## config.mk

```make
export PLATFORM = sky130hd
export DESIGN_NAME = dcache_dual_arbiter
export DESIGN_NICKNAME = d
export VERILOG_FILES = /design/src/rtl/dcache_dual_arbiter.sv
export SDC_FILE = /design/constraint.sdc
export NUM_CORES = 1
export LEC_CHECK = 0
export CAP_MARGIN = 20
export CORE_AREA = 2 2 126 128
export CTS_CLUSTER_DIAMETER = 30
export DETAILED_ROUTE_END_ITERATION = 16
export DIE_AREA = 0 0 128 130
export DONT_BUFFER_PORTS = 1
export PLACE_DENSITY = 0.37
export SYNTH_ARGS = -nofsm -noshare
export SYNTH_HDL_FRONTEND = slang
export SYNTH_SLANG_ARGS = --single-unit
```

## constraint.sdc

```tcl
create_clock -name clk -period 2.2 [get_ports clk]
set_input_delay 0.33 -clock clk [delete_from_list [all_inputs] [get_ports clk]]
set_output_delay 0.33 -clock clk [all_outputs]
set_load 0.1 [all_outputs]
```

## src/rtl/dcache_dual_arbiter.sv

```systemverilog
// Program-order arbiter from the two memory slots of a dual-issue pair onto one data-cache port,
// with a tag FIFO that routes in-order responses back. Optional perf counters: DCACHE_ARB_PERF_EN.
module dcache_dual_arbiter #(
  parameter int OUTSTD_DEPTH = 4,
  parameter int PTR_W        = 2
) (
  input  logic        clk,
  input  logic        reset,
  input  logic        req_01,
  input  logic        wr_01,
  input  logic [1:0]  size_01,
  input  logic [31:0] addr_01,
  input  logic [3:0]  wstrb_01,
  input  logic [31:0] wdata_01,
  input  logic        req_02,
  input  logic        wr_02,
  input  logic [1:0]  size_02,
  input  logic [31:0] addr_02,
  input  logic [3:0]  wstrb_02,
  input  logic [31:0] wdata_02,
  output logic        addr_ok_01,
  output logic        addr_ok_02,
  output logic        data_ok_01,
  output logic        data_ok_02,
  output logic [31:0] rdata_01,
  output logic [31:0] rdata_02,
  output logic        cache_req,
  output logic        cache_wr,
  output logic [1:0]  cache_size,
  output logic [31:0] cache_addr,
  output logic [3:0]  cache_wstrb,
  output logic [31:0] cache_wdata,
  input  logic        cache_addr_ok,
  input  logic        cache_data_ok,
  input  logic [31:0] cache_rdata
`ifdef DCACHE_ARB_PERF_EN
  ,
  output logic [31:0] perf_conflict_cnt,
  output logic [31:0] perf_full_cnt
`endif
);

  typedef enum logic [1:0] {
    S_IDLE  = 2'd0,
    S_HOLD1 = 2'd1,
    S_HOLD2 = 2'd2
  } state_t;

  state_t state_reg, state_next;

  logic                    any_req;
  logic                    req_raw;
  logic                    grant_2;
  logic                    push;
  logic                    pop;
  logic                    fifo_full;
  logic                    fifo_empty;
  logic                    head_tag;
  logic [PTR_W:0]          count_reg;
  logic [PTR_W-1:0]        wr_ptr_reg;
  logic [PTR_W-1:0]        rd_ptr_reg;
  logic [OUTSTD_DEPTH-1:0] tag_reg;
  logic [OUTSTD_DEPTH-1:0] tag_next;

  assign any_req    = req_01 | req_02;
  assign fifo_full  = (count_reg == (PTR_W+1)'(OUTSTD_DEPTH));
  assign fifo_empty = (count_reg == '0);

  always_ff @(posedge clk) begin
    if (reset) begin
      state_reg <= S_IDLE;
    end else begin
      state_reg <= state_next;
    end
  end

  // Grant is locked from the first cycle cache_req is raised until the cache takes it.
  always_comb begin
    state_next = state_reg;
    case (state_reg)
      S_IDLE: begin
        if (cache_req && !cache_addr_ok) begin
          state_next = grant_2 ? S_HOLD2 : S_HOLD1;
        end
      end
      S_HOLD1, S_HOLD2: begin
        if (cache_req && cache_addr_ok) begin
          state_next = S_IDLE;
        end
      end
      default: state_next = S_IDLE;
    endcase
  end

  always_comb begin
    req_raw = 1'b0;
    grant_2 = 1'b0;
    case (state_reg)
      S_IDLE: begin
        req_raw = any_req;
        grant_2 = ~req_01;
      end
      S_HOLD1: begin
        req_raw = 1'b1;
        grant_2 = 1'b0;
      end
      S_HOLD2: begin
        req_raw = 1'b1;
        grant_2 = 1'b1;
      end
      default: begin
        req_raw = 1'b0;
        grant_2 = 1'b0;
      end
    endcase
  end

  assign cache_req   = req_raw & ~fifo_full;
  assign cache_wr    = grant_2 ? wr_02    : wr_01;
  assign cache_size  = grant_2 ? size_02  : size_01;
  assign cache_addr  = grant_2 ? addr_02  : addr_01;
  assign cache_wstrb = grant_2 ? wstrb_02 : wstrb_01;
  assign cache_wdata = grant_2 ? wdata_02 : wdata_01;

  assign push       = cache_req & cache_addr_ok;
  assign addr_ok_01 = push & ~grant_2;
  assign addr_ok_02 = push &  grant_2;

  // A response with nothing outstanding is simply dropped.
  assign pop        = cache_data_ok & ~fifo_empty;
  assign head_tag   = tag_reg[rd_ptr_reg];
  assign data_ok_01 = pop & ~head_tag;
  assign data_ok_02 = pop &  head_tag;
  assign rdata_01   = cache_rdata;
  assign rdata_02   = cache_rdata;

  // Tag FIFO entries: 0 = slot 01, 1 = slot 02.
  for (genvar gi = 0; gi < OUTSTD_DEPTH; gi++) begin : g_tag
    assign tag_next[gi] = (push && (wr_ptr_reg == PTR_W'(gi))) ? grant_2 : tag_reg[gi];
  end

  always_ff @(posedge clk) begin
    tag_reg <= tag_next;
  end

  always_ff @(posedge clk) begin
    if (reset) begin
      wr_ptr_reg <= '0;
      rd_ptr_reg <= '0;
      count_reg  <= '0;
    end else begin
      if (push) begin
        wr_ptr_reg <= wr_ptr_reg + PTR_W'(1);
      end
      if (pop) begin
        rd_ptr_reg <= rd_ptr_reg + PTR_W'(1);
      end
      case ({push, pop})
        2'b10:   count_reg <= count_reg + (PTR_W+1)'(1);
        2'b01:   count_reg <= count_reg - (PTR_W+1)'(1);
        default: count_reg <= count_reg;
      endcase
    end
  end

  always_ff @(posedge clk) begin
    if (!reset) begin
      assert (!(cache_data_ok && fifo_empty))
        else $warning("dcache_dual_arbiter: cache response with no outstanding request dropped");
    end
  end

`ifdef DCACHE_ARB_PERF_EN
  logic [31:0] perf_conflict_reg;
  logic [31:0] perf_full_reg;

  always_ff @(posedge clk) begin
    if (reset) begin
      perf_conflict_reg <= '0;
      perf_full_reg     <= '0;
    end else begin
      if (req_01 && req_02 && (perf_conflict_reg != '1)) begin
        perf_conflict_reg <= perf_conflict_reg + 32'd1;
      end
      if (any_req && fifo_full && (perf_full_reg != '1)) begin
        perf_full_reg <= perf_full_reg + 32'd1;
      end
    end
  end

  assign perf_conflict_cnt = perf_conflict_reg;
  assign perf_full_cnt     = perf_full_reg;
`endif

endmodule

```

==> summary by stage, run 1 <==
CTS
In this run the number of H-tree levels came out at 1. The clock tree from TritonCTS is done. The clock drives 13 sinks.

Counting along the longest clock path gives a buffer depth of 2. The insertion delay to the later sink of the worst-skew pair is 0.24 ns. CTS placed an instance of sky130_fd_sc_hd__clkbuf_16 at the clock tree root. The number of buffers added by the clock tree synthesis step is 3. The CTS clock-pin slew for the worst setup and hold paths is 0.05 ns.

STA
The setup slack of the critical path after layout is 0.02301 ns. For this run, the top clock speed supported by timing is 459.4 MHz. Setup repair after global routing could not meet its margin everywhere.

Final hold analysis gives a worst-case slack of 0.1561 ns. The total negative setup slack is 0 ns. The worst clock skew is 0.002608 ns.

Of the available clock period, the critical path in the final layout requires 98.95%. The total count of hold-check failures in the final report is 0. The number of pins exceeding their max-slew limit in the final report is 0.

The tightest slew margin relative to the limit is 69.05%. The clock period could shrink to 2.177 ns. The transition at the pin with the smallest max-transition slack is 0.4633 ns.

Setup violations remaining at the end of the flow were counted as 0.

Yosys
The synthesis-stage register bit count is 13. The number of nets in the synthesized netlist is 414. The distinct cell type count after synthesis is 31. In this run the mean area of a mapped cell was 9.465 um^2.

Counting flops with an async set or reset pin after synthesis yields a share of 0%. In this run the cell area of the synthesized design comes to 2130 um^2. The sequential cell area fraction in the yosys report is 14.10%. In this run, synthesis inferred 4 flip-flops with an integrated enable. For this run, the number of Yosys warnings is 0.

The number of standard cells after synthesis is 225. In the synthesized netlist the dominant register cell turns out to be sky130_fd_sc_hd__dfxtp_1.

Outcome
The run finished with clean final reports.

Floorplan
The number of core rows is 46. The initial utilization of the core area, before any placement, comes to 13.81%. The floorplan step defined a die boundary enclosing 16640 um^2. The chip width is 128 um. The placeable core region is 15420 um^2.

The die is 130 um tall. 320 I/O pins were placed.

Global routing
The initial antenna violation count is 0. The pin count of the biggest net entering global routing is 33. Global routing used 8.308% of the available tracks.

The first global-routing pass estimated 9984 um of wire. The via count of the first global-routing pass came to 1464. After global routing the overflow that remains totals 0.

Min path
In this run the worst hold path is classified as primary input to register.

Job
The number of maximum-capacitance constraint violations is 0.

Detailed routing
The residual antenna-violating net count after detailed routing is 0. The routed wirelength normalized by instance count is 21.24 um. Summing over every cut layer, the via total after detailed routing is 1475. The via density per instance is 3.851. The routed wire length is 8136 um. For this block, the initial DRC count from the detailed router was 31.

The residual DRC count is 0. The first detailed-routing pass took 4 iterations.

Critical path
The worst endpoint data arrival time is 1.85 ns. STA classifies the critical path endpoint as an output pin. The critical setup path kind is register to output pin. The register-to-register path setup slack is 0.11 ns. The required time of the critical path is 1.87 ns.

Along the worst path, the maximum fanout reaches 10. The launching element type of the critical path is a register.

Finish
The flip-flop count of the largest register, all copies and words added is 4. The repair_antennas step left the layout with diodes totalling 0. The post-route netlist has 67.02% of its cells at a drive strength greater than 1. Compared with the post-synthesis result, the final layout area differs by 31.90%. Once layout is complete, the utilization of the core stands at 18.21%. At the end of the flow, the number of nets in the layout was 381.

Placement
In this run the tool buffered the top-level ports with 0 buffer cells. The half-perimeter wire length after placement is 6524 um. At the placement stage, the worst setup path has a slack of -0.0005984 ns. At the end of routability-driven placement, the weighted congestion stood at 0.7866.
## synthesized netlist by cell type, types with 3 or more instances
master                      n  area share [%]
sky130_fd_sc_hd__buf_4     67              24
sky130_fd_sc_hd__mux2_2    66              35
sky130_fd_sc_hd__nor2_1    15             2.6
sky130_fd_sc_hd__dfxtp_1    9             8.5
sky130_fd_sc_hd__inv_1      9             1.6
sky130_fd_sc_hd__ha_1       8             4.7
sky130_fd_sc_hd__and2_1     5             1.5
sky130_fd_sc_hd__mux2_1     5             2.6
sky130_fd_sc_hd__buf_6      4             2.1
sky130_fd_sc_hd__edfxtp_1   4             5.6
sky130_fd_sc_hd__nand2_1    4            0.70
sky130_fd_sc_hd__mux2i_1    3             1.4
sky130_fd_sc_hd__nor2b_1    3            0.88
sky130_fd_sc_hd__xor2_1     3             1.2
## metal layers
| metal | vias to the layer above | wire length [um] | track usage (%) |
|---|---|---|---|
| met5 | - | 0 | 0 |
| met4 | 0 | 68 | 1.293 |
| met3 | 7 | 1072 | 5.207 |
| met2 | 131 | 3918 | 13.12 |
| met1 | 703 | 3077 | 9.782 |
| li1 | 634 | - | - |
## per-stage QoR
stage,instances,instance area [um^2]
3_5_place_dp,369,2242
2_1_floorplan,225,2180
6_report,383,2809
5_1_grt,383,2809
4_1_cts,378,2589
3_3_place_gp,369,2242
## layout by cell type, fill, tap and decap left out, drive strengths merged, types with 2 or more instances in the layout
cell type / Yosys / final
clkbuf: 1 / 5
nand2: 4 / 4
ha: 8 / 8
xor2: 3 / 3
and2: 5 / 5
xnor2: 2 / 2
o21ai: 2 / 2
buf: 71 / 32
dfxtp: 9 / 9
mux2: 71 / 71
nor2b: 3 / 3
a21oi: 3 / 3
mux2i: 3 / 3
inv: 10 / 9
edfxtp: 4 / 4
nor2: 15 / 15
## kinds of logic after synthesis
logic type / count (synthesis) / synth area share [%]
fa+ha+maj: 9 / 5.641
mux: 75 / 40.01
xor+xnor: 5 / 2.057
compound gates: 9 / 3.173
simple gates: 32 / 7.344
buf+inv: 82 / 27.67
flops: 13 / 14.10
## path summary, 6_finish.rpt
check        cells past startpoint                          to                      start
max reg2reg                     12   count_reg[2]$_SDFFE_PP0P_  state_reg[1]$_SDFFE_PP0P_
min                              1  wr_ptr_reg[0]$_SDFFE_PP0P_                      reset
min reg2reg                      2   state_reg[0]$_SDFFE_PP0P_  state_reg[0]$_SDFFE_PP0P_
max                              7             cache_wdata[12]  state_reg[1]$_SDFFE_PP0P_
## critical path: stages (launching register included)
cell	delay (ns)
sky130_fd_sc_hd__dfxtp_4	0.37
sky130_fd_sc_hd__inv_2	0.05
sky130_fd_sc_hd__ha_4	0.17
sky130_fd_sc_hd__a21oi_4	0.17
sky130_fd_sc_hd__buf_6	0.16
sky130_fd_sc_hd__buf_12	0.10
sky130_fd_sc_hd__buf_16	0.14
sky130_fd_sc_hd__mux2_4	0.44
## layout make-up
cell class              instances  area (um^2)
flip-flops and latches         13        305.3
clock buffers                   3        75.07
fillers                      1698        12620
well taps                     192        240.2
clock inverters                 1        5.005
inverters                      10        41.29
multi-input cells             130         1575
repair buffers                 34        566.8
## what timing repair did
action / 4_1_cts / 5_1_grt
gates resized for setup: 50 / 37
hold buffers: 0 / 0
pin swaps: 4 / 3
cloned: 2 / 2
buffers inserted: 3 / 3
setup endpoints to repair: 72 / 58
Power of run 1 is left out: the tool's default activity adds up to more than one toggle a clock period on the data nets, which glitch-free logic cannot reach.
==> inputs of run 2 (changes only) <==
CTS_CLUSTER_SIZE = 28   (was unset)
REMOVE_ABC_BUFFERS = 1   (was unset)
==> summary by stage, run 2 (synthesis gave the netlist of run 1 again) <==
Placement
The HPWL after detailed placement is 8439 um. Buffers placed on the I/O ports in this run total 0. At the end of routability-driven placement, the weighted congestion stood at 0.7709. The number of instances in the placed design is 434. The worst slack at placement is -0.05160 ns.

Detailed routing
The routed layout has 1857 vias. The first TritonRoute pass finished after 4 iterations. After detailed routing, the average wire length per cell comes to 24.78 um. The residual antenna-violating net count after detailed routing is 0. The routed design has 11180 um of wire. The via density per instance is 4.118. The residual DRC count is 0.

The detailed router's first-iteration violation count is 36.

CTS
Clock-pin slew was measured on the worst setup and hold paths at 0.05 ns. The insertion delay to the later sink of the worst-skew pair is 0.24 ns. The number of clock sinks is 13.

After clock tree synthesis, the flow added hold-fix buffers numbering 0. The maximum number of buffers from clock root to sink is 2. The number of buffers added by the clock tree synthesis step is 3. TritonCTS built the clock tree.

The depth of the CTS H-tree is 1. The CTS root buffer is sky130_fd_sc_hd__clkbuf_16.

Floorplan
The total die area is 16640 um^2. The initial standard-cell utilization of the core is 13.81%. Measured along the x axis, the die boundary spans 128 um. The number of core rows is 46. The placeable core region is 15420 um^2. The top-level I/O count is 320. The floorplan step set the die height to 130 um.

Global routing
The global-route wire length before repair is 13780 um. The initial antenna violation count is 0. Entering global routing, the biggest net connects 29 pins.

The via count of the first global-routing pass was 1965. The total global routing track utilization is 11.60%. The aggregate global routing overflow is 0.

Finish
The library cells used most frequently in the layout, excluding fill and tap cells, are sky130_fd_sc_hd__buf_12 (77), sky130_fd_sc_hd__mux2_4 (52), sky130_fd_sc_hd__mux2_2 (19). After filler insertion, the fill cell instance count of the layout stands at 1605. Cells fill 25.96% of the core in the end. From synthesis to final layout, the design area changed by 88.01%. The ratio of cells with drive above 1 in the final layout is 75.29%. The final layout contains 449 nets. Leaving out fill and tap cells, the most frequent cell in the layout is sky130_fd_sc_hd__buf_12. The finished layout holds 451 standard cells, fillers aside. 0 antenna diodes ended up in the layout. The flip-flop count of the largest register, all copies and words added is 4.

STA
The achievable clock frequency is 431.8 MHz. The total count of hold-check failures in the final report is 0. The share of the clock period used by the worst path is 105.3%. The final period demand of the worst path is 2.316 ns. The tightest slew margin relative to the limit is 74.70%.

Setup repair after global routing could not meet its margin everywhere. Setup violations remaining at the end of the flow were counted as 72. The worst hold slack is 0.1476 ns. The number of pins exceeding their max-slew limit in the final report is 0. The worst clock skew is 0.002482 ns. For the pin with the worst max-slew slack, the measured transition is 0.3787 ns. Across all setup checks in the final design, the least slack found is -0.1159 ns.

Min path
The start point of the worst hold path is reset. The worst-case hold path end point is count_reg[2]$_SDFFE_PP0P_. The worst hold path cell count is 1. The class of the most critical hold timing path is primary input to register.

Critical path
Among all stages on the critical path, the largest delay is contributed by sky130_fd_sc_hd__mux2_2. Walking the worst path, the cells encountered are inv_2, ha_4, buf_6, a21oi_4, buf_6, buf_12, mux2_2, buf_12. The length in cells of the worst reg-to-reg path is 13. The critical setup path kind is register to output pin. The largest driver fanout on the critical path is 7.

The required time of the critical path is 1.87 ns. The critical register-to-register path startpoint is state_reg[0]$_SDFFE_PP0P_. The worst endpoint data arrival time is 1.99 ns.

STA classifies the critical path endpoint as an output pin. The register-to-register path setup slack is 0.04 ns. On the worst path, the slowest cell contributes a delay of 0.36 ns. The kind of cell adding the most delay to the critical path is buffers and inverters. The endpoint of the lowest-slack register-to-register path is count_reg[2]$_SDFFE_PP0P_. The number of buffers and inverters on the critical path is 5. The launching element type of the critical path is a register.

Outcome
The checks that failed: negative setup slack. The run finished, with violations left.

Job
The number of maximum-capacitance constraint violations is 0.
run 2: cell types whose count changed in the layout (fill, tap and decap cells not counted), sizes merged:
cell	previous run	this run
clkinvlp	1	0
clkbuf	5	7
buf	32	98
inv	9	10
run 2: area by class of cell:
cell class / instances / area (um^2) / area share [%]
Multi-Input combinational cell: 130 / 1501 / 37.50
Clock inverter: 1 / 5.005 / 0.1250
Timing Repair Buffer: 102 / 1842 / 46.00
Clock buffer: 3 / 75.07 / 1.875
Sequential cell: 13 / 302.8 / 7.562
Inverter: 10 / 37.54 / 0.9375
Tap cell: 192 / 240.2 / 6.000
run 2: worst max path at each step:
stage / startpoint / to / slack (ns) / cells past startpoint
finish: state_reg[0]$_SDFFE_PP0P_ / cache_addr[4] / -0.12 / 8
global route: state_reg[0]$_SDFFE_PP0P_ / cache_wdata[17] / -0.19 / 8
CTS: state_reg[0]$_SDFFE_PP0P_ / cache_wdata[27] / -0.14 / 8
detailed placement: state_reg[0]$_SDFFE_PP0P_ / count_reg[2]$_SDFFE_PP0P_ / -0.05 / 11
global placement: state_reg[0]$_SDFFE_PP0P_ / count_reg[2]$_SDFFE_PP0P_ / 0.02 / 11
floorplan: state_reg[0]$_SDFFE_PP0P_ / addr_ok_01 / -1.62 / 5
run 2: worst register-to-register path: cells and delay by family (launching register included):
kind	cells	cell delay [ns]
buffers and inverters	4	0.30
adders and majority gates	3	0.63
and+or+nand+nor	3	0.49
AOI/OAI and AO/OA	2	0.21
xor gates and xnor gates	1	0.15
DFF	1	0.32
run 2: stage by stage:
step	setup TNS (ns)	instance area, um^2
global placement	0	3442
detailed placement	-0.05160	3442
finish	-5.469	4004
floorplan	-60.36	1578
global route	-11.21	4004
CTS	-7.821	3796
run 2: per-layer routing:
metal  routed length, um  vias up  global-route usage [%]
met1                4070      881                   13.10
met5                 139        -                   7.059
met3                1906        6                   10.25
met4                  11        4                  0.7111
li1                    -      769                       -
met2                5050      197                   16.51
run 2: what timing repair did:
item	in CTS	in global routing
resized for setup	39	50
cloned	3	4
buffers inserted	8	1
endpoints found under the setup margin	73	74
pin swaps	4	2
Power of run 2 is left out for the same reason.
